[src/rtl/nco_ctrl_pkg.sv]
// Shared types and widths for the NCO sweep controller.
// Provides the state encoding, the shadow configuration record and the saturating step helper.
package nco_ctrl_pkg;
  localparam int FREQ_W = 32;
  localparam int AUL_W  = 8;
  localparam int PHI_W  = 22;

  typedef enum logic {IDLE, RUN} sweep_state_t;

  typedef struct packed {
    logic [FREQ_W-1:0] f_start;
    logic [FREQ_W-1:0] f_stop;
    logic [FREQ_W-1:0] f_step;
    logic [AUL_W-1:0]  aul;
    logic              rpt;
  } sweep_cfg_t;

  // One extra bit catches the carry, so an overflowing step clamps to stop.
  function automatic logic [FREQ_W-1:0] next_point(input logic [FREQ_W-1:0] cur,
                                                   input logic [FREQ_W-1:0] step,
                                                   input logic [FREQ_W-1:0] stop);
    logic [FREQ_W:0] sum;
    sum = {1'b0, cur} + {1'b0, step};
    return (sum > {1'b0, stop}) ? stop : sum[FREQ_W-1:0];
  endfunction
endpackage

[src/rtl/nco_dwell_timer.sv]
// Loadable down-counter that times how long each sweep point is held.
// expired is high while the count sits at zero.
module nco_dwell_timer #(
  parameter int DWELL_W = 24
) (
  input  logic               CLOCK,
  input  logic               rst,
  input  logic               load,
  input  logic [DWELL_W-1:0] value,
  output logic               expired
);
  logic [DWELL_W-1:0] cnt;

  always_ff @(posedge CLOCK) begin
    if (rst)               cnt <= '0;
    else if (load)         cnt <= value;
    else if (cnt != '0)    cnt <= cnt - DWELL_W'(1);
  end

  assign expired = (cnt == '0);
endmodule

[src/rtl/nco_sweep_ctrl.sv]
// Stepped-frequency sweep sequencer feeding the NCO para_freq/para_aul words.
// Shadow config is captured in IDLE and only takes effect on the next start.
module nco_sweep_ctrl
  import nco_ctrl_pkg::*;
#(
  parameter int DWELL_W = 24
) (
  input  logic               CLOCK,
  input  logic               rst,
  input  logic               cfg_valid,
  output logic               cfg_ready,
  input  logic [FREQ_W-1:0]  cfg_f_start,
  input  logic [FREQ_W-1:0]  cfg_f_stop,
  input  logic [FREQ_W-1:0]  cfg_f_step,
  input  logic [DWELL_W-1:0] cfg_dwell,
  input  logic [AUL_W-1:0]   cfg_aul,
  input  logic               cfg_repeat,
  input  logic               start,
  input  logic               abort,
  output logic [FREQ_W-1:0]  para_freq,
  output logic [AUL_W-1:0]   para_aul,
  output logic               busy,
  output logic               step_stb,
  output logic               wrap_stb,
  output logic               sweep_done
);
  sweep_state_t       state;
  sweep_cfg_t         shd;
  logic [DWELL_W-1:0] shd_dwell;
  logic               cfg_loaded;
  logic               cfg_hs, go_start, at_stop, point_end, tmr_load, tmr_expired;

  always_comb begin
    cfg_hs    = cfg_valid & cfg_ready;
    go_start  = (state == IDLE) & start & cfg_loaded & ~abort;
    at_stop   = (para_freq >= shd.f_stop);
    point_end = (state == RUN) & ~abort & tmr_expired;
    tmr_load  = go_start | (point_end & (~at_stop | shd.rpt));
  end

  nco_dwell_timer #(.DWELL_W(DWELL_W)) u_dwell (
    .CLOCK   (CLOCK),
    .rst     (rst),
    .load    (tmr_load),
    .value   (shd_dwell),
    .expired (tmr_expired)
  );

  always_ff @(posedge CLOCK) begin
    if (rst) begin
      state      <= IDLE;
      shd        <= '0;
      shd_dwell  <= '0;
      cfg_loaded <= 1'b0;
      cfg_ready  <= 1'b1;
      para_freq  <= '0;
      para_aul   <= '0;
      busy       <= 1'b0;
      step_stb   <= 1'b0;
      wrap_stb   <= 1'b0;
      sweep_done <= 1'b0;
    end else begin
      step_stb   <= 1'b0;
      wrap_stb   <= 1'b0;
      sweep_done <= 1'b0;

      // start in the same cycle still sees the previous shadow values
      if (cfg_hs) begin
        shd.f_start <= cfg_f_start;
        shd.f_stop  <= cfg_f_stop;
        shd.f_step  <= (cfg_f_step == '0) ? FREQ_W'(1) : cfg_f_step;
        shd.aul     <= cfg_aul;
        shd.rpt     <= cfg_repeat;
        shd_dwell   <= cfg_dwell;
        cfg_loaded  <= 1'b1;
      end

      case (state)
        IDLE: begin
          if (go_start) begin
            state     <= RUN;
            busy      <= 1'b1;
            cfg_ready <= 1'b0;
            para_freq <= shd.f_start;
            para_aul  <= shd.aul;
            step_stb  <= 1'b1;
          end
        end
        RUN: begin
          if (abort) begin
            state     <= IDLE;
            busy      <= 1'b0;
            cfg_ready <= 1'b1;
            para_aul  <= '0;
          end else if (point_end) begin
            if (!at_stop) begin
              para_freq <= next_point(para_freq, shd.f_step, shd.f_stop);
              step_stb  <= 1'b1;
            end else if (shd.rpt) begin
              para_freq <= shd.f_start;
              step_stb  <= 1'b1;
              wrap_stb  <= 1'b1;
            end else begin
              state      <= IDLE;
              busy       <= 1'b0;
              cfg_ready  <= 1'b1;
              para_aul   <= '0;
              sweep_done <= 1'b1;
            end
          end
        end
        default: state <= IDLE;
      endcase
    end
  end
endmodule

[config.mk]
export PLATFORM = sky130hd
export DESIGN_NAME = nco_sweep_ctrl
export DESIGN_NICKNAME = d
export VERILOG_FILES = /design/src/rtl/nco_ctrl_pkg.sv /design/src/rtl/nco_dwell_timer.sv /design/src/rtl/nco_sweep_ctrl.sv
export SDC_FILE = /design/constraint.sdc
export NUM_CORES = 1
export LEC_CHECK = 0
export CAP_MARGIN = 15
export CORE_ASPECT_RATIO = 1.2
export CORE_MARGIN = 2
export CORE_UTILIZATION = 59
export CTS_CLUSTER_DIAMETER = 30
export CTS_CLUSTER_SIZE = 20
export DETAILED_ROUTE_END_ITERATION = 6
export GPL_ROUTABILITY_DRIVEN = 1
export GPL_TIMING_DRIVEN = 1
export PLACE_DENSITY = 0.87
export SYNTH_ARGS = -nofsm -noshare
export SYNTH_HDL_FRONTEND = slang
export SYNTH_SLANG_ARGS = --single-unit
[constraint.sdc]
create_clock -name CLOCK -period 9.95 [get_ports CLOCK]
set_input_delay 2.4875 -clock CLOCK [delete_from_list [all_inputs] [get_ports CLOCK]]
set_output_delay 2.4875 -clock CLOCK [all_outputs]
set_load 0.01 [all_outputs]
Word level (Yosys, flattened, before mapping)
Index checks and enable logic that the tools add are counted.
{"block": "word_totals", "reg_bits": 200, "out_inout_bits": 45}
{"block": "classes", "add_sub_neg": 2, "n_lt_le_gt_ge": 2, "eq_ne": 7, "n_mux": 38, "n_bitwise": 13, "reduce_logical": 7}
{"cell": "$mux W32", "n": 7}
{"cell": "$pmux W32 S2", "n": 1}
{"cell": "$mux W24", "n": 2}
{"cell": "$mux W8", "n": 5}
{"cell": "$add A32 B32 Y33", "n": 1}
{"cell": "$gt A33 B32 Y1", "n": 1}
{"cell": "$ge A32 B32 Y1", "n": 1}
{"cell": "$logic_not A32 Y1", "n": 1}
{"cell": "$logic_not A24 Y1", "n": 1}
{"cell": "$reduce_bool A24 Y1", "n": 1}
{"cell": "$sub A24 B1 Y24 const B", "n": 1}
{"cell": "$mux W1", "n": 18}
{"cell": "$pmux W8 S2", "n": 1}
{"cell": "$pmux W1 S2", "n": 4}
{"cell": "$reduce_and A4 Y1", "n": 2}
{"cell": "$and A1 B1 Y1", "n": 7}
{"cell": "$ne A3 B2 Y1 const B", "n": 2}
{"cell": "$ne A3 B3 Y1 const B", "n": 2}
{"cell": "$reduce_or A5 Y1", "n": 1}
{"cell": "$ne A2 B2 Y1 const B", "n": 2}
{"cell": "$not A1 Y1", "n": 4}
{"cell": "$ne A2 B1 Y1 const B", "n": 1}
{"cell": "$or A1 B1 Y1", "n": 2}
{"cell": "$reduce_bool A2 Y1", "n": 1}

Depth between registers and ports, before layout
Gate-level depths: netlist (run 1).
{"block": "depth", "word_depth": 7, "ltp_mapped": 21, "depth_no_buf": 19}

Cells and area by module
Synthesis (run 1) repeated with hierarchy kept, for this count alone.
{"block": "hier_totals", "cells_unflattened": 1406, "area_unflattened_um2": 11139.4}
{"mod": "nco_sweep_ctrl", "instances": 1, "cells_each": 1241, "area_each_um2": 9823.2}
{"mod": "nco_dwell_timer", "instances": 1, "cells_each": 165, "area_each_um2": 1316.3}

Least setup slack after synthesis (run 1)
OpenSTA, ideal clock, no wires.
{"block": "synth_timing", "kind": "flip-flop to flip-flop", "start": "register para_freq[0]", "end": "register para_freq[25]", "setup_ns": 0.074, "arrival_ns": 4.650, "t_required_ns": 9.876, "setup_slack_ns": 5.226, "stages_incl_launch_ff": 22, "path_buffers": 2, "synth_period_minus_slack_ns": 4.724, "cell_sequence": "dfxtp_1 -> ha_1 -> fa_1 -> a211oi_1 -> nor3_1 -> o211ai_1 -> a31oi_1 -> o21ai_0 -> a31o_2 -> xnor2_1 -> ha_1 -> a21o_1 -> a211o_1 -> a221oi_1 -> o21ai_0 -> a21o_1 -> a211o_1 -> or2_2 -> clkbuf_1 -> clkbuf_1 -> o21bai_1 -> a31oi_1"}
{"block": "synth_via", "elab_chain_cells": 7, "word_cells_on_any_way": 10, "classes_between": "1 x add/sub; 2 x order compare; 1 x eq/ne; 5 x mux; 1 x reduce/logical"}
{"item": "from (decl)", "line_no": "nco_sweep_ctrl.sv:20", "text": "output logic [FREQ_W-1:0] para_freq,"}
{"item": "from (signal assigned)", "line_no": "nco_sweep_ctrl.sv:84", "text": "para_freq <= shd.f_start;"}
{"item": "from (signal assigned)", "line_no": "nco_sweep_ctrl.sv:97", "text": "para_freq <= next_point(para_freq, shd.f_step, shd.f_stop);"}
{"item": "from (signal assigned)", "line_no": "nco_sweep_ctrl.sv:100", "text": "para_freq <= shd.f_start;"}
{"item": "$add A32 B32 Y33", "line_no": "nco_ctrl_pkg.sv:23", "text": "sum = {1'b0, cur} + {1'b0, step};"}
{"item": "$gt A33 B32 Y1", "line_no": "nco_ctrl_pkg.sv:24", "text": "return (sum > {1'b0, stop}) ? stop : sum[FREQ_W-1:0];"}
{"item": "$mux W32", "line_no": "nco_ctrl_pkg.sv:24"}
{"item": "$mux W32", "line_no": "nco_sweep_ctrl.sv:96", "text": "if (!at_stop) begin"}
{"item": "$mux W32", "line_no": "nco_sweep_ctrl.sv:95", "text": "end else if (point_end) begin"}
{"item": "$mux W32", "line_no": "nco_sweep_ctrl.sv:90", "text": "if (abort) begin"}
{"item": "$pmux W32 S2", "line_no": "nco_sweep_ctrl.sv:78", "text": "case (state)"}
Parallel ways exist; a longest one is shown, timed or not. The select of a mux whose other input is x is not followed.
A chain may end at the register's enable or synchronous reset.

Worst setup path in the final report (run 1)
{"block": "layout_timing", "start": "register para_freq[0]", "end": "register para_freq[12]"}
Same word-level chain as after synthesis.

==> results.cfg, run 1 <==
[layout]
n_antenna_cell = 0
drive_gt1_share_pct = 3.567
fin_cells = 1822
final_nets = 1789
final_area_mm2 = 0.01351
fill_cells = 1458
syn_to_final_growth_pct = 21.93

[drt]
drt_iter0_drc = 986
routed_via_density = 6.030
drc = 0
via_count = 10986
drt-total-wl_um = 32920
ant_nets = 0
wire_per_inst_um = 18.07
dr.pass1.iters = 5

[clock_network]
ctsHtreeMaxLevel = 4
clk_pin_slew_worst_paths_ns = 0.08
postCtsResizedCells = 0
cts_setup_buffers = 0
root_buffer = clkbuf_16
clkSinkCount = 200
clk_path_buf_depth = 2
numCtsBuffers = 17
clk_latency_ns = 0.45
cts_hold_buf = 0
cts_tree = done

[sta]
skew_ns = 0.01396
max_slew_margin_pct = 21.69
rsz0062_at_grt = no
min_period_ns = 6.080
finalMaxSlewViolations = 0
worst_pin_slew_ns = 1.175
hold_violations = 0
setup_slack_ns = 3.870
finalSetupViolCount = 0
max_freq_mhz = 164.5
fin_setup_tns_ns = 0
fin_crit_sh_pct = 61.11

[setup_path]
arrival_ns = 6.34
worstSetupStartpointType = flip-flop
worst-path-max-fanout = 33
critPathRequiredTime_ns = 10.21
end_kind = flip-flop
worstSetupPathType = flip-flop to flip-flop
r2r_setup_slack_ns = 3.87

[die]
placement_rows = 54
initial_core_util_pct = 60.51
fp.coreArea_mm2 = 0.01831
fp.dieW_um = 129.1
die-area_mm2 = 0.01990
ios = 179
die_h_um = 154.1

[placement]
dp_hpwl_um = 23460
numPortBuffers = 178
dp.cells = 1790
dp_worst_setup_slack_ns = 4.111
placed_cell_area_mm2 = 0.01290
routabilityCongestion = 0.9718

[logic_synthesis]
synthArstFlopShare_pct = 0
ys_seq_elements = 200
synth_nets = 1671
ys.flop_type = dfxtp_1
syn_area_mm2 = 0.01108
syn_inst = 1439
synthXorXnorAreaFrac_pct = 3.399
ys_top_cells_by_area = dfxtp_1 (36%), ha_1 (11%), nand2_1 (10%)
synth_top_family_by_area = compound AO/OA/AOI/OAI gates
synth_fa_ha_area_share_pct = 11.13
avgSynthCellArea_um2 = 7.699
yosysTopAreaCell = dfxtp_1
synth_warnings = 0
ys_types = 59
synthDominantCellAreaShare_pct = 36.14
synth-simple-area-share_pct = 21.13
ys_seq_area_share_pct = 36.14
synth_edf_count = 0
yosys-mux-area-fraction_pct = 0.3614
synth_compound_area_share_pct = 23.17

[power_and_ir_drop]
p_leak_uw = 0.005341
power_uw = 2478
powerDensity_mw_per_mm2 = 183.4
ir_drop_mv = 0.1399

[global_routing]
grt_first_pass_wirelength_um = 52950
antenna_found_initial = 0
grt_max_degree = 110
grt_usage_pct = 33.03
grt_overflow_total = 0
grt_pass1_vias = 10597

[flow_run]
drv_cap = 0

[worst_hold_path]
holdCritPathClass = flip-flop to flip-flop

[run_status]
status = complete, no violations
[final cells by class]
| type | instances | area (um^2) | area share [%] |
|---|---|---|---|
| clock buffers | 17 | 425.4 | 3.149 |
| clock inverters | 15 | 187.7 | 1.389 |
| inverters | 42 | 157.7 | 1.167 |
| multi-input cells | 1111 | 6584 | 48.74 |
| flip-flops and latches | 200 | 4004 | 29.64 |
| well taps | 252 | 315.3 | 2.334 |
| repair buffers | 185 | 1836 | 13.59 |
[power breakdown]
group / total (uW) / leakage (uW) / switching [uW] / internal, uW
combinational: 807 / 0.00340 / 468 / 339
clock: 716 / 0.000301 / 369 / 348
sequential: 954 / 0.00164 / 73.0 / 881
total: 2480 / 0.00534 / 910 / 1570
[critical path, stage by stage, from the launching register on]
cell and delay [ns]:
dfxtp_1 0.34, ha_1 0.25, fa_1 0.44, a211oi_1 0.33
nor3_1 0.16, o211ai_1 0.36, a31oi_1 0.16, o21ai_0 0.29
a31o_2 0.22, xnor2_1 0.15, ha_1 0.29, a21o_1 0.18
a211o_1 0.28, a221oi_1 0.23, o21ai_0 0.15, a21o_1 0.19
a211o_1 0.70, or2_2 0.73, o21ai_0 0.31, a211oi_1 0.12
[metal layers]
metal	share of wire [%]	GRT usage, %
met1	42	43.24
met3	7.2	5.393
met2	47	53.97
met4	3.9	13.66
met5	0	0
[final timing paths]
kind           startpoint       endpoint  cells past startpoint
max          para_freq[0]  para_freq[12]                     19
min               shd[81]        shd[81]                      2
max reg2reg  para_freq[0]  para_freq[12]                     19
min reg2reg       shd[81]        shd[81]                      2
[metrics by stage]
step | hold WS [ns] | utilization, %
final | 0.4524 | 73.78
after global routing | 0.4694 | 73.78
after global placement | 0.4381 | 70.43
after floorplan | 0.4312 | -
after CTS | 0.4544 | 73.78
after detailed placement | 0.4435 | 70.43
[layout by cell type (no fill, tap or decap), types with 5 or more instances in the layout]
cell and n:
o21bai_1 5, buf_4 7, nand2_1 300, a21o_1 14
nor4_1 20, nor2_1 74, a31oi_1 6, nand3_1 15
o211ai_1 6, or3_1 32, a211oi_1 43, inv_1 42
a22o_1 8, ha_1 97, clkbuf_16 17, o21ai_0 88
xor2_1 15, nor3_1 37, inv_8 6, o21a_1 9
a211o_1 7, or4_1 5, nand4_1 13, clkdlybuf4s50_1 177
a21oi_1 197, dfxtp_1 200, xnor2_1 28, o21ai_1 29
[logic make-up (layout without fill, tap and decap cells)]
family | count (synthesis) | count (layout)
muxes | 4 | 4
and+or+nand+nor | 526 | 526
DFF | 200 | 200
AOI/OAI and AO/OA | 440 | 440
buffers and inverters | 128 | 259
adders and majority gates | 98 | 98
xor gates and xnor gates | 43 | 43
[cell usage after synthesis (all sizes together), types with 7 or more instances]
cell      n
ha       97
xnor2    28
dfxtp   200
a22o      8
a211o     7
or3      32
a211oi   43
xor2     15
nand2   301
inv      42
nor3     38
a21o     15
clkbuf   71
o21a      9
nor4     21
a21oi   198
buf      15
o21ai   117
nand4    13
nand3    15
nor2     74
[sequential cells by signal, indices dropped and copies added, names as in the netlist]
| name | cells |
|---|---|
| para_freq | 32 |
| state | 1 |
| u_dwell.cnt | 24 |
| para_aul | 8 |
| wrap_stb | 1 |
| busy | 1 |
| step_stb | 1 |
| shd_dwell | 24 |
| sweep_done | 1 |
| cfg_ready | 1 |
| shd | 105 |
| cfg_loaded | 1 |
No activity file was read; power rests on OpenSTA's default activity.
==> run 2, diff against run 1 <==
Settings changed: CORE_UTILIZATION 59 to 54, PLACE_DENSITY 0.87 to 0.8.
Clock period 9.95 ns to 5.8 ns, I/O delays scaled along.
==> run 2 against run 1 <==
Effect of this change:
- highest routed layer unchanged
- cell area is 0.37% higher
- non-clock buffer count is 2 higher
- combinational power is 70% higher
- sequential power is 71% higher
- critical path depth stayed put
- utilization is 6.6 points lower
- via count is 1.2% lower
- maximum frequency is 13% higher
- largest cell class unchanged
- wire length is 3.3% lower
==> results.cfg, run 2 (same netlist as run 1, synthesis figures left out) <==
[layout]
fin_cells = 1836
n_antenna_cell = 0
reg_top3 = shd: 105 flops, para_freq: 32 flops
mostFrequentLayoutCells = nand2_1 (300), dfxtp_1 (200), a21oi_1 (197)
fill_cells = 1756
layout_commonest_cell = nand2_1
top_register = shd
multi_input_area_mm2 = 0.006590
syn_to_final_growth_pct = 22.38
final_nets = 1791
drive_gt1_share_pct = 3.692
register_area_mm2 = 0.004004
largest_reg_flops = 105

[setup_path]
cp_slowest_cell = or2_2
crit_family = compound AO/OA/AOI/OAI gates
cp_slowest_stage_delay_ns = 0.54
end_kind = flip-flop
worst-path-max-fanout = 33
critPathRequiredTime_ns = 6.08
crit_buf_inv = 0
worstSetupStartpointType = flip-flop
worstPathCellList = ha_1 > fa_1 > a211oi_1 > nor3_1 > o211ai_1 > a21oi_1 > a211o_1 > a211oi_1 > xnor2_1 > ha_1 > nand4_1 > nor2_1 > a221oi_1 > o21ai_0 > a21o_1 > a211o_1 > or2_2 > o21ai_0 > a211oi_1
arrival_ns = 5.67
worstSetupPathType = flip-flop to flip-flop
cpMostUsedCell = a211oi_1

[die]
placement_rows = 57
die_h_um = 160.9
fp.dieW_um = 134.8
fp.coreArea_mm2 = 0.02018
initial_core_util_pct = 54.89
ios = 179
die-area_mm2 = 0.02168

[clock_network]
numCtsBuffers = 17
clk_latency_ns = 0.45
clk_pin_slew_worst_paths_ns = 0.08
ctsHtreeMaxLevel = 4
cts_setup_buffers = 0
postCtsResizedCells = 0
cts_tree = done
root_buffer = clkbuf_16
clkSinkCount = 200
cts_hold_buf = 0
clk_path_buf_depth = 2

[global_routing]
grt_overflow_total = 0
grt_pass1_vias = 10180
grt_first_pass_wirelength_um = 50840
antenna_found_initial = 0
grt_max_degree = 144
grt_usage_pct = 29.11

[power_and_ir_drop]
power_uw = 4269
p_leak_uw = 0.005356
powerDensity_mw_per_mm2 = 314.9
ir_drop_mv = 0.2351

[drt]
ant_nets = 0
drt-total-wl_um = 31840
wire_per_inst_um = 17.34
drt_iter0_drc = 849
routed_via_density = 5.909
drc = 0
via_count = 10849
dr.pass1.iters = 6

[sta]
skew_ns = 0.01169
hold_violations = 0
rsz0062_at_grt = no
max_slew_margin_pct = 18.56
min_period_ns = 5.391
finalSetupViolCount = 0
worst_pin_slew_ns = 1.222
finalMaxSlewViolations = 0
worst_hold_slack_ns = 0.4540
fin_setup_tns_ns = 0
max_freq_mhz = 185.5
fin_crit_sh_pct = 92.94

[placement]
dp.cells = 1805
routabilityCongestion = 0.9846
dp_hpwl_um = 22720
numPortBuffers = 178

[run_status]
status = complete, no violations

[flow_run]
drv_cap = 0

[worst_hold_path]
holdCritPathClass = flip-flop to flip-flop
[run 2: cell types whose count changed in the layout (fill, tap and decap cells not counted), moves of 2 or more]
| cell | change |
|---|---|
| inv_12 | -2 |
| bufinv_16 | +2 |
| buf_4 | +2 |
| inv_8 | -4 |
| inv_6 | +4 |
[run 2: path summary, 6_finish.rpt]
| kind | start | end | slack [ns] | cells past startpoint |
|---|---|---|---|---|
| max | para_freq[0] | para_freq[11] | 0.41 | 19 |
| min reg2reg | shd[99] | shd[99] | 0.45 | 2 |
| max reg2reg | para_freq[0] | para_freq[11] | 0.41 | 19 |
| min | shd[99] | shd[99] | 0.45 | 2 |
[run 2: report_power, final]
group	internal [uW]	switching, uW
logic	584	782
clock network	664	605
registers	1510	123
[run 2: per-stage QoR]
stage | area [um^2] | util, % | worst slack, ns
final | 13560 | 67.18 | 0.4094
after global routing | 13560 | 67.18 | 0.02684
after CTS | 13550 | 67.15 | 0.4784
after detailed placement | 12930 | 64.05 | 0.5155
after global placement | 12930 | 64.05 | 0.5388
after floorplan | 11080 | - | 1.076
[run 2: layout make-up]
type	count	share of cell area, %
multi-input combinational	1111	48.60
sequential	200	29.53
timing repair buffer	187	13.65
clock buffer	17	3.137
tap	265	2.445
clock inverter	14	1.476
inverter	42	1.163
[run 2: metal layers]
| metal | up-vias | GRT usage [%] | wire length [um] |
|---|---|---|---|
| li1 | 5338 | - | - |
| met3 | 65 | 4.388 | 2314 |
| met4 | 0 | 8.995 | 789 |
| met2 | 416 | 48.15 | 15150 |
| met5 | - | 0 | 0 |
| met1 | 5030 | 39.08 | 13590 |
[run 2: worst min-delay path, cell delays in order (launching register included)]
cell	delay [ns]
dfxtp_1	0.31
nand2_1	0.05
a21oi_1	0.05
==> run 3, diff against run 2 <==
Settings changed: SKIP_LAST_GASP from default to 1.
==> results of run 3 <==
No change in the layout: final DEF, timing and power equal those of run 2.
